==> config.mk <==
export PLATFORM = sky130hd
export DESIGN_NAME = xor_rr_scheduler_flat
export DESIGN_NICKNAME = d
export VERILOG_FILES = /design/src/rtl/xor_rr_scheduler_if.sv /design/src/rtl/xor_rr_scheduler.sv /design/src/flat_wrapper.sv
export SDC_FILE = /design/constraint.sdc
export NUM_CORES = 1
export LEC_CHECK = 0
export BUFFER_PORTS_ARGS = -buffer_cell sky130_fd_sc_hd__buf_2
export CAP_MARGIN = 20
export CORE_ASPECT_RATIO = 0.8
export CORE_UTILIZATION = 42
export CTS_BUF_LIST = sky130_fd_sc_hd__clkbuf_4 sky130_fd_sc_hd__clkbuf_8
export CTS_CLUSTER_DIAMETER = 40
export DETAILED_ROUTE_END_ITERATION = 7
export PLACE_DENSITY = 0.82
export SLEW_MARGIN = 20
export SYNTH_ARGS = -nofsm -noshare
export SYNTH_HDL_FRONTEND = slang
export SYNTH_SLANG_ARGS = --single-unit
==> constraint.sdc <==
create_clock -name clk -period 1.9 [get_ports clk]
set_input_delay 0.285 -clock clk [delete_from_list [all_inputs] [get_ports clk]]
set_output_delay 0.285 -clock clk [all_outputs]
set_load 0.01 [all_outputs]
==> src/rtl/xor_rr_scheduler_if.sv <==
// Request/result bundle for the shared XOR scheduler: N_REQ operand ports in,
// one tagged result port out.
interface xor_rr_scheduler_if #(
    parameter int N_REQ = 4,
    parameter int W     = 8
);
    localparam int IDW = $clog2(N_REQ);

    logic [N_REQ-1:0]   req_valid;
    logic [N_REQ*W-1:0] req_a;
    logic [N_REQ*W-1:0] req_b;
    logic [N_REQ-1:0]   req_ready;
    logic               res_valid;
    logic [W-1:0]       res_data;
    logic [IDW-1:0]     res_id;
    logic               res_ready;

    modport master (
        output req_valid, req_a, req_b, res_ready,
        input  req_ready, res_valid, res_data, res_id
    );

    modport slave (
        input  req_valid, req_a, req_b, res_ready,
        output req_ready, res_valid, res_data, res_id
    );
endinterface

==> src/rtl/xor_rr_scheduler.sv <==
// Round-robin arbiter in front of one shared W-bit XOR datapath with a
// single-entry, requester-tagged result register.
module xor_rr_scheduler #(
    parameter int N_REQ = 4,
    parameter int W     = 8
) (
    input  logic                clk,
    input  logic                rst,
    xor_rr_scheduler_if.slave   bus,
    output logic [15:0]         op_count
);
    localparam int IDW = $clog2(N_REQ);

    logic             res_valid_q, res_valid_d;
    logic [W-1:0]     res_data_q,  res_data_d;
    logic [IDW-1:0]   res_id_q,    res_id_d;
    logic [15:0]      op_count_q,  op_count_d;
    logic [IDW-1:0]   ptr_q,       ptr_d;

    logic             slot_free_s;
    logic             found_s;
    logic [IDW-1:0]   gnt_id_s;
    logic [IDW:0]     idx_s;
    logic [N_REQ-1:0] grant_s;

    assign slot_free_s = !res_valid_q || bus.res_ready;

    // Rotating search from ptr; one extra index bit lets the wrap be done by subtraction.
    always_comb begin
        found_s  = 1'b0;
        gnt_id_s = '0;
        idx_s    = '0;
        grant_s  = '0;
        if (!rst && slot_free_s) begin
            for (int k = 0; k < N_REQ; k++) begin
                idx_s = {1'b0, ptr_q} + (IDW+1)'(k);
                if (idx_s >= (IDW+1)'(N_REQ)) begin
                    idx_s = idx_s - (IDW+1)'(N_REQ);
                end else begin
                    idx_s = idx_s;
                end
                if (!found_s && bus.req_valid[idx_s[IDW-1:0]]) begin
                    found_s  = 1'b1;
                    gnt_id_s = idx_s[IDW-1:0];
                end else begin
                    found_s  = found_s;
                end
            end
        end else begin
            found_s = 1'b0;
        end
        if (found_s) begin
            grant_s[gnt_id_s] = 1'b1;
        end else begin
            grant_s = '0;
        end
    end

    // Result register next state: accept wins over a plain consume.
    always_comb begin
        res_valid_d = res_valid_q;
        res_data_d  = res_data_q;
        res_id_d    = res_id_q;
        op_count_d  = op_count_q;
        ptr_d       = ptr_q;
        if (found_s) begin
            res_valid_d = 1'b1;
            res_data_d  = bus.req_a[gnt_id_s*W +: W] ^ bus.req_b[gnt_id_s*W +: W];
            res_id_d    = gnt_id_s;
            op_count_d  = op_count_q + 16'd1;
            ptr_d       = (gnt_id_s == IDW'(N_REQ-1)) ? '0 : gnt_id_s + IDW'(1'b1);
        end else if (res_valid_q && bus.res_ready) begin
            res_valid_d = 1'b0;
        end else begin
            res_valid_d = res_valid_q;
        end
    end

    // State registers with synchronous reset.
    always_ff @(posedge clk) begin
        if (rst) begin
            res_valid_q <= 1'b0;
            res_data_q  <= '0;
            res_id_q    <= '0;
            op_count_q  <= 16'd0;
            ptr_q       <= '0;
        end else begin
            res_valid_q <= res_valid_d;
            res_data_q  <= res_data_d;
            res_id_q    <= res_id_d;
            op_count_q  <= op_count_d;
            ptr_q       <= ptr_d;
        end
    end

    assign bus.req_ready = grant_s;
    assign bus.res_valid = res_valid_q;
    assign bus.res_data  = res_data_q;
    assign bus.res_id    = res_id_q;
    assign op_count      = op_count_q;
endmodule
==> src/flat_wrapper.sv <==
// flat-port wrapper written by rule: the top's interface ports become plain ports
module xor_rr_scheduler_flat 
#(
    parameter int N_REQ = 4,
    parameter int W     = 8
)
  (clk, rst, op_count, bus_req_valid, bus_req_a, bus_req_b, bus_res_ready, bus_req_ready, bus_res_valid, bus_res_data, bus_res_id);
  xor_rr_scheduler_if #(.N_REQ(N_REQ), .W(W)) bus_i ();
  input  logic clk;
  input  logic rst;
  output logic [15:0] op_count;
  input wire logic [$bits(bus_i.req_valid)-1:0] bus_req_valid;
  input wire logic [$bits(bus_i.req_a)-1:0] bus_req_a;
  input wire logic [$bits(bus_i.req_b)-1:0] bus_req_b;
  input wire logic [$bits(bus_i.res_ready)-1:0] bus_res_ready;
  output wire logic [$bits(bus_i.req_ready)-1:0] bus_req_ready;
  output wire logic [$bits(bus_i.res_valid)-1:0] bus_res_valid;
  output wire logic [$bits(bus_i.res_data)-1:0] bus_res_data;
  output wire logic [$bits(bus_i.res_id)-1:0] bus_res_id;
  assign bus_i.req_valid = bus_req_valid;
  assign bus_i.req_a = bus_req_a;
  assign bus_i.req_b = bus_req_b;
  assign bus_i.res_ready = bus_res_ready;
  assign bus_req_ready = bus_i.req_ready;
  assign bus_res_valid = bus_i.res_valid;
  assign bus_res_data = bus_i.res_data;
  assign bus_res_id = bus_i.res_id;
  xor_rr_scheduler #(.N_REQ(N_REQ), .W(W)) u_core (.clk(clk), .rst(rst), .bus(bus_i), .op_count(op_count));
endmodule
### Word level (Yosys, flattened, before mapping)

Cells that the tools add are included.

| word-level totals | value |
|---|---|
| input bits | 71 |
| word-level logic and storage cells | 76 |
| output and inout bits | 31 |
| flip-flop bits (word level) | 29 |

| operators by class | value |
|---|---|
| muxes and demuxes | 35 |
| add/subtract/negate cells | 9 |
| equality and inequality tests | 1 |
| magnitude comparators | 10 |
| shift operators | 2 |
| reduce and logical (&&, ||, !) cells | 13 |
| bitwise gates (word level) | 1 |

Operators by type and width:

| kind | count |
|---|---|
| 32-bit by 6-bit variable part select with 8-bit output | 2 |
| 2-bit two-way mux | 14 |
| 16-bit by 1-bit adder with 16-bit output (second input constant) | 1 |
| 2-bit by 3-bit < comparator with 1-bit output (second input constant) | 5 |
| 1-bit two-way mux | 15 |
| 3-bit greater-or-equal comparator (second input constant) | 3 |
| 1-bit binary-select mux with 2-bit select | 4 |
| 2-bit by 1-bit subtractor with 2-bit output (second input constant) | 4 |
| 8-bit bitwise XOR | 1 |
| 2-bit by 2-bit adder with 3-bit output (second input constant) | 2 |
| 1-bit logical AND | 6 |
| 1-bit logical NOT | 5 |
| 4-bit two-way mux | 1 |
| 2-bit by 1-bit adder with 3-bit output (second input constant) | 1 |
| 2-bit by 3-bit greater-or-equal comparator with 1-bit output (second input constant) | 1 |
| 2-bit by 1-bit adder with 2-bit output (second input constant) | 1 |
| 1-bit demux with 2-bit select | 1 |
| 2-bit == test (second input constant) | 1 |
| 2-bit by 1-bit greater-or-equal comparator with 1-bit output (second input constant) | 1 |
| 2-bit nonzero test | 1 |
| 1-bit logical OR | 1 |

### Depth between registers and ports, before layout

Gate-level depths: netlist of run 1.

| logic depth | value |
|---|---|
| word-level depth | 25 |
| mapped depth | 10 |
| mapped depth without buffers | 7 |

### Worst setup path before layout of run 1

No wires, ideal clock.

| timing path | value |
|---|---|
| path kind | reg-to-output |
| start point | reg u_core.ptr_q[1] |
| end point | out bus_req_ready[2] |
| data arrival time | 1.774 ns |
| stages on the path, launching flop included | 11 |
| path slack | -0.159 ns |
| path through | dfxtp_1 > nand2_1 > or2_2 > buf_2 > and3_4 > buf_6 > buf_8 > and2_4 > inv_2 > ha_1 > and2_1 |

| between the ends | value |
|---|---|
| cells in the longest elaborated chain, start to end | 24 |

Ends and longest elaborated chain:

| what | RTL line | RTL |
|---|---|---|
| start, declared | xor_rr_scheduler.sv:18 | `logic [IDW-1:0] ptr_q, ptr_d;` |
| start signal, assigned | xor_rr_scheduler.sv:92 | `ptr_q <= ptr_d;` |
| 2-bit by 3-bit greater-or-equal comparator with 1-bit output / 2-bit by 1-bit subtractor with 2-bit output (equally long branches) | xor_rr_scheduler.sv:37, xor_rr_scheduler.sv:38 |  |
| 2-bit two-way mux | xor_rr_scheduler.sv:37 | `if (idx_s >= (IDW+1)'(N_REQ)) begin` |
| 2-bit two-way mux | xor_rr_scheduler.sv:34 | `if (!rst && slot_free_s) begin` |
| 1-bit binary-select mux with 2-bit select | xor_rr_scheduler.sv:42 | `if (!found_s && bus.req_valid[idx_s[IDW-1:0]]) begin` |
| 1-bit two-way mux (implied by the code) | xor_rr_scheduler.sv:42 |  |
| 1-bit two-way mux | xor_rr_scheduler.sv:42 |  |
| 1-bit two-way mux | xor_rr_scheduler.sv:34 |  |
| 1-bit logical NOT | xor_rr_scheduler.sv:42 |  |
| [... 9 more ...] | n/a |  |
| 2-bit two-way mux * | xor_rr_scheduler.sv:42 |  |
| 2-bit two-way mux * | xor_rr_scheduler.sv:34 |  |
| via u_core.gnt_id_s[0] | xor_rr_scheduler.sv:22 | `logic [IDW-1:0] gnt_id_s;` |
| 2-bit by 3-bit < comparator with 1-bit output (implied by the code) / 2-bit by 1-bit greater-or-equal comparator with 1-bit output (equally long branches) | xor_rr_scheduler.sv:53 | `grant_s[gnt_id_s] = 1'b1;` |
| 1-bit logical AND (implied by the code) | xor_rr_scheduler.sv:53 |  |
| 1-bit two-way mux (implied by the code) | xor_rr_scheduler.sv:53 |  |
| 1-bit demux with 2-bit select * | n/a |  |
| 4-bit two-way mux * | xor_rr_scheduler.sv:52 | `if (found_s) begin` |
| end, declared | flat_wrapper.sv:16 | `output wire logic [$bits(bus_i.req_ready)-1:0] bus_req_ready;` |

The timed path passes the listed nets; every way through them passes the cells marked *. The select of a mux whose other input is x is not followed.

### Final worst setup path of run 1

Same ends and word-level chain as after synthesis.

==> results.md, run 1 <==
- Clk buf depth: 2
- Worst setup margin: -0.2097 ns
- Peak fanout along the critical path: 4
- Yosys reg bits: 29
- CTS H-tree depth: 2
- Design area: between 2000 and 3000 um^2
- Clock Tree Root: clkbuf_8
- Syn Inst Count: around 210
- Total GRT Usage: a little over a fifth
- Die Span Y: approximately 63 um
- Failing checks: setup timing
- Cell Int Power: around 1.2 mW
- Clock power share: 27.2%
- Most common cell after layout, fill and taps aside: buf_2
- Max VDD drop: 288.7 uV
- Slew HR: 63.96%
- Fin crit share: 111.0%
- Pre-CTS WS: -0.1416 ns
- Switching power share of the total: 29.91%
- Area Overhead vs Synth: 43.84%
- Sw Pwr: approximately 500 uW
- Post-DR wirelength/cell: around 14 um
- Largest stage delay on the critical path: around 0.36 ns
- DR DRC count: 0
- Std-Cell Rows: 21
- Sequential share of the synthesized area: 29.61%
- MaxCap Viol Count: 0
- Die area: about 4900 um^2
- Flop pwr share: slightly above 40%
- Slew Limit Fails: 0
- Largest net degree at the start of global routing: 18
- Core area: between 4000 and 5000 um^2
- Minimum clock period: 2.110 ns
- Gp weighted congestion: a little under 0.8
- Most frequent cells in the layout: buf_2 (97), xnor2_1 (30), dfxtp_1 (28)
- Slew @ Worst Pin: about 0.54 ns
- Ports: ~100
- Die X: about 78 um
- TritonCTS clock tree: built
- First-pass GRT wire length: ~8400 um
- Ys Warns: 0
- Fmax: about 470 MHz
- ANT cells: 0
- Vias per std cell: around 5.0
- First-pass DRT Iterations: 4
- Initial drt markers: 76
- CP startpoint kind: flop
- Slowest CP cell: dfxtp_2
- Synthesized net count: around 280
- Fillers: a little under 400
- CTS Sinks: 29
- Nets@finish: 405
- Number of global-route vias before repair: approximately 1900
- Post-route antenna net violation count: 0
- Syn Area/Cell: about 9.5 um^2
- Pleak: 1.307 nW
- Port bufs: around 100
- EDFF count, synth: 0
- Cell count after placement: approximately 380
- Fin cells: just under 400
- Clk slew on worst S/H paths: approximately 0.060 ns
- Crit Path Class: reg -> out
- Grt ovf: 0
- Area after DPL: 2664 um^2
- CP arrival: 1.82 ns
- HPWL Detailed: about 4200 um
- Initial antenna violation count: 0
- WP data required: 1.62 ns
- Insertion delay to the later sink of the worst-skew pair: ~0.27 ns
- Final setup violation count: 4
- Setup Skew: between 0.003 and 0.004 ns
- Status: finished, violations left
- Unrepaired setup endpoints after global routing: true
- Num CTS Buffers: 5
- Cells along the critical path: buf_6 > mux2i_1 > or2_1 > and3_4 > and2_4 > inv_4 > ha_4 > and2_4 > buf_6
- Starting Density: between 40% and 50%
- Power per Cell Area: ~590 nW/um^2
- Final Hold Fails: 0
- Mapped Area: roughly 2000 um^2
- CP endpoint kind: primary output
- Asr flop ratio synth: 0%
- Comb power frac: between 30% and 40%
- Layout cells sized above 1: just over 50%
- Via count: just under 2000
- Netlist cell types: 41
- Hold_buf cts: 0
- Hold Path Class: in -> reg
- Top FF cell, synth: dfxtp_1
- Post-Route WL: approximately 5300 um
## synthesized netlist by cell type, types with 2 or more instances
cell	instances	area share, %
dfxtp_1	29	30
a21oi_1	3	0.77
nand3_1	3	0.77
clkbuf_1	3	0.57
mux2i_1	9	4.6
and2_1	4	1.3
and3_1	4	1.3
a211oi_2	8	5.1
ha_1	5	3.2
nor3_2	5	2.6
nor4_2	3	1.9
buf_2	2	0.51
inv_2	2	0.38
xnor2_1	30	13
nand2_1	12	2.3
buf_6	4	2.3
nand2b_1	2	0.64
nor2_1	18	3.4
inv_1	4	0.77
o211ai_1	2	0.77
nand4_1	6	1.9
a221o_1	8	4.1
a31oi_1	8	2.6
xor2_1	16	7.1
## registers in the layout, summed over array words and instances, names as in the netlist
name and count:
u_core.bus.res_data 8, u_core.bus.res_valid 1, u_core.bus.res_id 2, u_core.ptr_q 2
u_core.op_count 16
## area by class of cell
cell class                      count  area, um^2  share of cell area, %
Clock buffer                        5       68.82                  2.440
Sequential cell                    29       581.8                  20.63
Tap cell                           57       71.32                  2.529
Clock inverter                      1       5.005                 0.1775
Inverter                            6       25.02                 0.8873
Timing Repair Buffer              126       721.9                  25.60
Multi-Input combinational cell    161        1346                  47.74
## routing by layer
metal | vias to the layer above | GRT usage, % | share of wire, %
li1 | 970 | - | -
met1 | 912 | 26.94 | 44
met2 | 44 | 36.07 | 51
met3 | 9 | 4.058 | 4.0
met4 | 0 | 7.176 | 1.1
met5 | - | 0 | 0
## cell families after synthesis
logic type | count (synthesis) | synth area share (%)
AOI/OAI and AO/OA | 33 | 14.81
xor gates and xnor gates | 46 | 20.55
adders and majority gates | 5 | 3.191
buffers and inverters | 17 | 5.679
DFF | 29 | 29.61
muxes | 9 | 4.595
and+or+nand+nor | 68 | 21.57
## power groups by stage
| stage | Clock (mW) | Sequential, mW | Combinational (mW) |
|---|---|---|---|
| finish | 0.455 | 0.685 | 0.534 |
| global route | 0.493 | 0.691 | 0.575 |
| CTS | 0.467 | 0.684 | 0.521 |
| detailed placement | 0 | 0.696 | 0.509 |
| global placement | 0 | 0.696 | 0.496 |
| floorplan | 0 | 0.718 | 0.284 |
## critical path, delay by kind of cell (launching register included)
kind,cells,cell delay [ns]
simple gates,4,0.62
flops,1,0.36
fa+ha+maj,1,0.14
buf+inv,3,0.28
mux,1,0.15
## path summary, 6_finish.rpt
path	startpoint	to	slack, ns	depth (start not counted)
worst max register to register	u_core.ptr_q[1]	u_core.bus.res_data[7]	0.05	9
worst max-delay path	u_core.ptr_q[1]	bus_req_ready[2]	-0.21	9
worst min register to register	u_core.bus.res_id[1]	u_core.bus.res_id[1]	0.45	2
worst min-delay path	rst	u_core.ptr_q[0]	0.30	2
## what timing repair did
action | in CTS | in global routing
gates resized for setup | 7 | 4
setup endpoints to repair | 4 | 5
cloned | 0 | 0
pin swaps | 3 | 1
buffers inserted | 1 | 2
## stage by stage
step / power [mW] / hold WS [ns] / setup TNS, ns / utilization [%]
after floorplan: 1.001 / 0.4597 / -0.1673 / -
after global placement: 1.191 / 0.4329 / -0.2152 / 61.44
after detailed placement: 1.205 / 0.4470 / -0.3269 / 61.44
after CTS: 1.672 / 0.2979 / -0.8015 / 64.18
after global routing: 1.759 / 0.2996 / -1.192 / 65.05
final: 1.674 / 0.3022 / -0.7875 / 65.05
Power figures use the tool's default switching activity.
==> run 2: changes to the inputs <==
--- a/config.mk
+++ b/config.mk
@@ -7,7 +7,7 @@
 export LEC_CHECK = 0
 export BUFFER_PORTS_ARGS = -buffer_cell sky130_fd_sc_hd__buf_2
 export CAP_MARGIN = 20
-export CORE_ASPECT_RATIO = 0.8
+export CORE_ASPECT_RATIO = 0.7
 export CORE_UTILIZATION = 42
 export CTS_BUF_LIST = sky130_fd_sc_hd__clkbuf_4 sky130_fd_sc_hd__clkbuf_8
 export CTS_CLUSTER_DIAMETER = 40
==> results.md, run 2 (synthesis results as in run 1) <==
- CTS H-tree depth: 2 (unchanged)
- CP arrival: 1.81 ns (about the same)
- Clk slew on worst S/H paths: 0.07 ns (about the same)
- Slew HR: 63.49% (-0.46 points)
- Switching power share of the total: 29.27% (-0.64 points)
- Area Overhead vs Synth: 45.31%
- Post-Route WL: 5151 um (-2.4%)
- Vias per std cell: 4.969 (-1.1%)
- Power per Cell Area: 611.3 nW/um^2 (+3.0%)
- Fmax: 478.4 MHz (+0.93%)
- Via count: 1898 (-1.9%)
- First-pass GRT wire length: 7990 um (-4.5%)
- Post-route antenna net violation count: 0 (unchanged)
- Initial antenna violation count: 0 (unchanged)
- Slew Limit Fails: 0 (unchanged)
- Most common cell after layout, fill and taps aside: buf_2
- CTS Sinks: 29 (unchanged)
- Worst setup margin: -0.1902 ns (+0.01944 ns)
- Die X: 83.66 um (+6.7%)
- Peak fanout along the critical path: 4 (unchanged)
- ANT cells: 0 (unchanged)
- Grt ovf: 0 (unchanged)
- Num CTS Buffers: 5 (unchanged)
- Post-DR wirelength/cell: 13.48 um (-1.7%)
- Std-Cell Rows: 20 (-4.8%)
- Hold_buf cts: 0 (unchanged)
- TritonCTS clock tree: built
- Clock power share: 30.3% (+3.1 points)
- Die Span Y: 59.17 um (-6.3%)
- Core area: 4404 um^2 (+1.6%)
- Port bufs: 101 (unchanged)
- Fin crit share: 110.0% (-1.0 points)
- Status: finished, violations left
- Hold Path Class: in -> reg
- First-pass DRT Iterations: 4 (unchanged)
- Die area: 4950 um^2 (about the same)
- Total GRT Usage: 20.73% (-0.55 points)
- Ports: 102 (unchanged)
- Max FFs per register: 16 (unchanged)
- Largest net degree at the start of global routing: 17 (-1)
- Number of global-route vias before repair: 1698 (-8.3%)
- Most frequent cells in the layout: buf_2 (97), xnor2_1 (30), dfxtp_1 (27)
- Final Util: 64.69% (-0.36 points)
- HPWL Detailed: 3909 um (-6.9%)
- Fillers: 375 (-4.6%)
- Slew @ Worst Pin: 0.5475 ns (+0.006969 ns)
- Failing checks: setup timing
- Fin cells: 382 (-0.78%)
- Max VDD drop: 409.7 uV (+42%)
- Clock Tree Root: clkbuf_8
- WP data required: 1.62 ns (about the same)
- Sw Pwr: 509.7 uW (+1.8%)
- Flop pwr share: 39.3% (-1.6 points)
- Cell count after placement: 370 (-1.6%)
- CP endpoint kind: primary output
- MaxCap Viol Count: 0 (unchanged)
- Unrepaired setup endpoints after global routing: true
- Minimum clock period: 2.090 ns (-0.01944 ns)
- Starting Density: 44.52% (-0.71 points)
- Gp weighted congestion: 0.7737 (-1.7%)
- CP startpoint kind: flop
- DR DRC count: 0 (unchanged)
- Clk buf depth: 2 (unchanged)
- Comb power frac: 30.4% (-1.5 points)
- Layout cells sized above 1: 52.29% (+0.46 points)
- Setup Skew: 0.007991 ns (+0.004301 ns)
- Insertion delay to the later sink of the worst-skew pair: 0.28 ns (about the same)
- Pleak: 1.321 nW (+1.1%)
- Crit Path Class: reg -> out
- Cell Int Power: 1.232 mW (+5.0%)
- Final Hold Fails: 0 (unchanged)
- Final setup violation count: 4 (unchanged)
- Nets@finish: 403 (-0.49%)
- Initial drt markers: 65 (-14%)
-- run 2: through the flow --
step	TNS (ns)	area, um^2	hold slack [ns]	setup slack, ns	power, mW
after floorplan	-0.1673	2021	0.4597	-0.04528	1.001
after global placement	-0.3380	2644	0.4313	-0.1571	1.184
after detailed placement	-0.3804	2644	0.4433	-0.1700	1.197
after CTS	-0.7402	2834	0.3221	-0.1891	1.746
after global routing	-0.9618	2849	0.3199	-0.2525	1.825
final	-0.7504	2849	0.3254	-0.1902	1.741
-- run 2: final cells by class --
cell class	count	area [um^2]	area share, %
Clock buffer	7	90.09	3.162
Inverter	6	25.02	0.8783
Multi-Input combinational cell	161	1360	47.74
Sequential cell	29	585.6	20.55
Tap cell	55	68.82	2.415
Timing Repair Buffer	124	719.4	25.25
-- run 2: worst paths after layout --
path	start	end	slack, ns	cells after the start
setup reg to reg	u_core.ptr_q[1]	u_core.bus.res_data[6]	0.15	7
hold reg to reg	u_core.bus.res_id[1]	u_core.bus.res_id[1]	0.45	2
setup / recovery	u_core.ptr_q[1]	bus_req_ready[2]	-0.19	9
hold / removal	bus_res_ready	u_core.bus.res_valid	0.33	3
-- run 2: what timing repair did --
action,4_1_cts,5_1_grt
pin swaps,5,3
gates resized for setup,15,2
endpoints found under the setup margin,4,5
setup buffers,4,1
cloned,0,0
-- run 2: power groups by stage --
stage / clock [mW] / combinational (mW) / sequential, mW
after floorplan: 0 / 0.284 / 0.718
after global placement: 0 / 0.489 / 0.695
after detailed placement: 0 / 0.499 / 0.698
after CTS: 0.537 / 0.524 / 0.686
after global routing: 0.559 / 0.576 / 0.690
final: 0.527 / 0.530 / 0.685
-- run 2: critical path, stage by stage (launching register included) --
cell and delay, ns:
dfxtp_4 0.38, nand2_4 0.07, buf_6 0.11, or2_4 0.23
and3_4 0.17, and2_4 0.16, inv_4 0.08, ha_4 0.11
and2_4 0.13, buf_6 0.09
-- run 2: routing by layer --
layer  part of all wire, %  wire length [um]  vias up  track usage [%]
li1                      -                 -      964                -
met1                    46              2362      871            27.73
met2                    48              2472       59            33.10
met3                   5.4               279        4            5.432
met4                  0.70                36        0            6.780
met5                     0                 0        -                0
